## config.mk

```make
export PLATFORM = sky130hd
export DESIGN_NAME = count_sequencer
export DESIGN_NICKNAME = d
export VERILOG_FILES = /design/src/rtl/count_sequencer.sv
export SDC_FILE = /design/constraint.sdc
export NUM_CORES = 1
export LEC_CHECK = 0
export CORE_ASPECT_RATIO = 1.2
export CORE_MARGIN = 1
export CORE_UTILIZATION = 35
export DETAILED_ROUTE_END_ITERATION = 12
export GPL_TIMING_DRIVEN = 0
export PLACE_DENSITY = 0.57
export SLEW_MARGIN = 20
export SYNTH_ARGS = -nofsm -noshare
export SYNTH_HDL_FRONTEND = slang
export SYNTH_SLANG_ARGS = --single-unit
export TNS_END_PERCENT = 100
```

## constraint.sdc

```tcl
create_clock -name iClk -period 6.2 [get_ports iClk]
set_input_delay 1.55 -clock iClk [delete_from_list [all_inputs] [get_ports iClk]]
set_output_delay 1.55 -clock iClk [all_outputs]
set_load 0.02 [all_outputs]
```

## src/rtl/count_sequencer.sv

```systemverilog
// count_sequencer
//   Run controller for the WIDTH-bit wrap/stop counter. A start command
//   captures a load value, step, direction, run length and boundary mode,
//   then the count is sequenced through LOAD -> RUN -> DONE. Boundary
//   crossings are reported on a sticky-per-run overflow flag. In stop mode a
//   crossing saturates the count and ends the run early. In wrap mode the
//   count rolls over modulo 2^WIDTH and the run continues.

module count_sequencer #(
  parameter int WIDTH  = 8,
  parameter int STEP_W = 4
) (
  input  logic              iClk,
  input  logic              _iReset,
  input  logic              iStart,
  input  logic [WIDTH-1:0]  iLoadVal,
  input  logic [STEP_W-1:0] iStep,
  input  logic              iUp,
  input  logic              _iWrapstop,
  input  logic [WIDTH-1:0]  iRunLen,
  input  logic              iAbort,
  output logic [WIDTH-1:0]  oCount,
  output logic              oBusy,
  output logic              oDone,
  output logic              oOverflow,
  output logic [1:0]        oState
);

  // Encodings are visible on oState, so they are fixed explicitly.
  typedef enum logic [1:0] {
    IDLE = 2'b00,
    LOAD = 2'b01,
    RUN  = 2'b10,
    DONE = 2'b11
  } stateT;

  localparam logic [WIDTH-1:0] lastStep = WIDTH'(1);
  localparam logic [WIDTH-1:0] countMax = '1;
  localparam logic [WIDTH-1:0] countMin = '0;

  stateT             state;
  logic [WIDTH-1:0]  remaining;

  // Configuration captured on the accepted start edge.
  logic [WIDTH-1:0]  cfgLoadVal;
  logic [STEP_W-1:0] cfgStep;
  logic              cfgUp;
  logic              cfgStop;
  logic [WIDTH-1:0]  cfgRunLen;

  // One-step datapath, evaluated every cycle but only used in RUN.
  logic [WIDTH:0]    stepExt;
  logic [WIDTH:0]    upSum;
  logic [WIDTH:0]    downDiff;
  logic              crossed;
  logic [WIDTH-1:0]  wrapped;
  logic [WIDTH-1:0]  steppedCount;
  logic              stopNow;

  // Compute the next count for a RUN step at WIDTH+1 bits so the carry
  // (up) or borrow (down) bit flags a boundary crossing directly.
  always_comb begin
    // NOTE: every output of this block gets a default first so that no
    // path leaves a value unassigned and no latch is inferred.
    stepExt      = '0;
    upSum        = '0;
    downDiff     = '0;
    crossed      = 1'b0;
    wrapped      = '0;
    steppedCount = '0;
    stopNow      = 1'b0;

    stepExt  = {{(WIDTH + 1 - STEP_W){1'b0}}, cfgStep};
    upSum    = {1'b0, oCount} + stepExt;
    downDiff = {1'b0, oCount} - stepExt;

    // Landing exactly on 0 or countMax leaves the top bit clear, so only a
    // real crossing raises it.
    if (cfgUp) begin
      crossed = upSum[WIDTH];
      wrapped = upSum[WIDTH-1:0];
    end else begin
      crossed = downDiff[WIDTH];
      wrapped = downDiff[WIDTH-1:0];
    end

    stopNow = crossed && cfgStop;

    if (stopNow) begin
      steppedCount = cfgUp ? countMax : countMin;
    end else begin
      steppedCount = wrapped;
    end
  end

  // Sequencer: state, count, overflow, done pulse and captured config.
  // NOTE: sequential state uses non-blocking assignments only, so every
  // register samples the pre-edge values regardless of statement order.
  // NOTE: the reset is asynchronous and clears every register, including
  // the captured config, so oCount/oState are at reset values immediately.
  always_ff @(posedge iClk or negedge _iReset) begin
    if (!_iReset) begin
      state      <= IDLE;
      oCount     <= '0;
      oOverflow  <= 1'b0;
      oDone      <= 1'b0;
      remaining  <= '0;
      cfgLoadVal <= '0;
      cfgStep    <= '0;
      cfgUp      <= 1'b0;
      cfgStop    <= 1'b0;
      cfgRunLen  <= '0;
    end else begin
      case (state)
        IDLE: begin
          oDone <= 1'b0;
          // iAbort has no meaning here; only iStart is looked at.
          if (iStart) begin
            cfgLoadVal <= iLoadVal;
            cfgStep    <= iStep;
            cfgUp      <= iUp;
            cfgStop    <= _iWrapstop;
            cfgRunLen  <= iRunLen;
            state      <= LOAD;
          end
        end

        LOAD: begin
          if (iAbort) begin
            // Abandon before loading: count and overflow keep old values.
            oDone <= 1'b0;
            state <= IDLE;
          end else begin
            oCount    <= cfgLoadVal;
            remaining <= cfgRunLen;
            oOverflow <= 1'b0;
            if (cfgRunLen == '0) begin
              oDone <= 1'b1;
              state <= DONE;
            end else begin
              oDone <= 1'b0;
              state <= RUN;
            end
          end
        end

        RUN: begin
          if (iAbort) begin
            // Abort wins over both the step and the final DONE transition.
            oDone <= 1'b0;
            state <= IDLE;
          end else begin
            oCount    <= steppedCount;
            remaining <= remaining - lastStep;
            if (crossed) begin
              oOverflow <= 1'b1;
            end
            if (stopNow || (remaining == lastStep)) begin
              oDone <= 1'b1;
              state <= DONE;
            end else begin
              oDone <= 1'b0;
            end
          end
        end

        DONE: begin
          // Single-cycle completion; iStart and iAbort are ignored here.
          oDone <= 1'b0;
          state <= IDLE;
        end

        default: begin
          oDone <= 1'b0;
          state <= IDLE;
        end
      endcase
    end
  end

  // Status decodes straight from the state register.
  assign oBusy  = (state != IDLE);
  assign oState = state;

endmodule

```

==> results.yml <==
global_routing:
  grt_start_max_net_pins: 29
  track_usage_pct: 17.5
  antenna_found_initial: 0
  grt_pass1_vias: 1992
  grt_pass1_wl_um: 9970
  grt-ovfl-total: 0
worst_setup_path:
  cp.required_ps: 4650
  worst-path-max-fanout: 7
  end_kind: "primary output"
  critPathArrivalTime_ps: 1750
  r2r_cells: 9
  path_class: "flip-flop to primary output"
  reg2reg_slack_ps: 3830
  reg2reg_to: "oCount[6]"
  r2r-start: "oCount[0]"
  critPathSlowestCell: "clkdlybuf4s50_1"
  crit_path_start_kind: "flip-flop"
  cpPeakStageDelay_ps: 550
  path_cells: "or2_2 -> clkbuf_1 -> clkdlybuf4s50_1"
yosys:
  yosysMostFrequentCell: "dfrtp_1"
  synthTopCellsByArea: "dfrtp_1 (43%), mux2_2 (8.7%), ha_1 (5.1%)"
  synth_common_cells: "dfrtp_1 (42), o21ai_0 (22), mux2_2 (19), nand2_1 (19), nor2_1 (16)"
  yosysTopAreaCell: "dfrtp_1"
  ys.flop_type: "dfrtp_1"
  synth_area_um2: 2470
  synth_edf_count: 0
  netlist_instances: 253
  async_flop_share_pct: 100
  syn_nets: 291
  synth_top_area_share_pct: 42.6
  ys_warn_count: 0
  synth-seq-cells: 42
  synth_area_per_cell_um2: 9.75
  ys_seq_area_share_pct: 42.6
  synth.distinct_cells: 55
timing:
  slew_headroom_pct: 62.5
  fin_worst_skew_ps: 13.7
  fin_ws_ps: 2900
  fin_crit_ps: 3300
  drv_slew: 0
  hold_viol_final: 0
  worst_slew_pin_slew_ps: 561
  max_freq_mhz: 303
  tns_ps: 0
  rsz0062_at_grt: "no"
  setup_violations: 0
  fin_crit_sh_pct: 53.3
final_layout:
  diodes: 0
  design_area_um2: 3050
  area_growth_pct: 23.6
  instances_no_fill: 386
  drive_gt1_share_pct: 16.4
  multiInputGateArea_um2: 1300
  fillers: 667
  seqCellArea_um2: 1050
  nets: 337
die:
  start_util_pct: 36.2
  dieArea_um2: 7390
  fp.dieW_um: 78.6
  rows: 33
  core_area_um2: 6810
  die_h_um: 94.0
  pin_count: 39
clocking:
  cts_sinks: 42
  path_clk_slew_ps: 80
  cts_buffers: 5
  ctsResizeCount: 0
  cts_setup_buffers: 0
  cts_root_buf: "clkbuf_8"
  cts.path.max_buffers: 2
  ctsHoldBuffers: 0
  clock_latency_ps: 300
  htreeDepth: 2
  cts_tree: "yes"
hold_path:
  hp-start: "cfgLoadVal[5]"
  hold_path_class: "flip-flop to flip-flop"
  hold_depth: 1
  holdPathEnd: "cfgLoadVal[5]"
power:
  leakage_uw: 0.00126
  p_per_area_nw_per_um2: 500
  peakVddDrop_mv: 0.170
route:
  dr.pass1.iters: 4
  drtAntennaViolNets: 0
  num_vias: 2006
  route.detailed.drc: 0
  wire_per_inst_um: 15.2
  drt_wl_total_um: 5870
  drtIter0Drc: 95
  routed_via_density: 5.20
placed_design:
  gp_congestion: 0.795
  hpwl_um: 4540
  place_inst: 379
  place_ws_ps: 2930
  place_area_um2: 2970
  io_buffers: 38
run:
  maxCapViolCount: 0
run_status:
  status: "complete, no violations"
-- layer usage --
metal,global-route usage [%],vias to the layer above,wire [um]
li1,-,1005,-
met1,21.8,960,2700
met2,30.4,34,2910
met3,3.40,7,190
met4,5.40,0,74
met5,0,-,0
-- kinds of logic after synthesis --
| group | count (synthesis) | share of synthesized area [%] |
|---|---|---|
| xor gates and xnor gates | 4 | 1.42 |
| and+or+nand+nor | 74 | 15.4 |
| muxes | 20 | 9.08 |
| DFF | 42 | 42.6 |
| adders and majority gates | 12 | 6.69 |
| AOI/OAI and AO/OA | 74 | 20.1 |
| buffers and inverters | 27 | 4.72 |
-- placed cells by master, fill, tap and decap left out, types with 2 or more instances in the layout --
cell and n:
dfrtp_1 42, clkdlybuf4s50_1 37, o21ai_0 22, nand2_1 19, mux2_2 19, nor2_1 16, inv_1 13, a21oi_1 13
ha_1 10, buf_2 7, nor3_1 6, clkbuf_1 5, nor2b_1 5, a22oi_1 5, nand3_1 5, clkbuf_8 5
or3_1 4, o211ai_1 4, a31oi_1 3, and3_1 3, o21ai_1 3, a32oi_1 3, or2_2 2, nand2b_1 2
buf_4 2, nand4_1 2, nor3b_1 2, xnor2_1 2, a211oi_1 2, o31ai_1 2, o221ai_1 2, xor2_1 2
a311o_1 2, fa_1 2, clkinv_2 2
-- sequential cells by signal, indices dropped and copies added (netlist names) --
name	count
cfgLoadVal	8
cfgRunLen	8
cfgStep	4
cfgStop	1
cfgUp	1
oCount	8
oDone	1
oOverflow	1
oState	2
remaining	8
-- power breakdown --
group / switching [uW] / leakage [uW] / internal, uW
sequential: 123 / 0.000502 / 405
clock: 95.2 / 0.0000438 / 75.7
combinational: 441 / 0.000714 / 384
-- per-stage QoR --
step | power [uW] | hold WS (ps) | utilization [%]
5_1_grt | 1660 | 533 | 44.8
2_1_floorplan | 1100 | 463 | -
3_5_place_dp | 1360 | 496 | 43.6
3_3_place_gp | 1350 | 482 | 43.4
6_report | 1520 | 507 | 44.8
4_1_cts | 1540 | 514 | 44.8
-- worst max-delay path, delay by kind of cell, from the launching register on --
family,cells,cell delay [ps]
buf+inv,2,690
simple gates,1,310
flops,1,450
-- how the worst max path moves through the flow --
stage,from,end,slack [ps],depth (start not counted)
floorplan,oState[1],oBusy,3670,2
global placement,_iReset,cfgRunLen[6],2310,1
detailed placement,iStart,cfgUp,2930,5
CTS,oState[1],oBusy,2900,3
global route,oState[1],oBusy,2810,3
finish,oState[1],oBusy,2900,3
-- area by class of cell --
type,count,area share [%]
Multi-Input combinational cell,184,42.6
Sequential cell,42,34.5
Timing Repair Buffer,39,13.0
Tap cell,87,3.57
Clock buffer,5,2.26
Buffer,13,2.09
Inverter,14,1.72
Clock inverter,2,0.328
(Power assumes the default switching activity.)
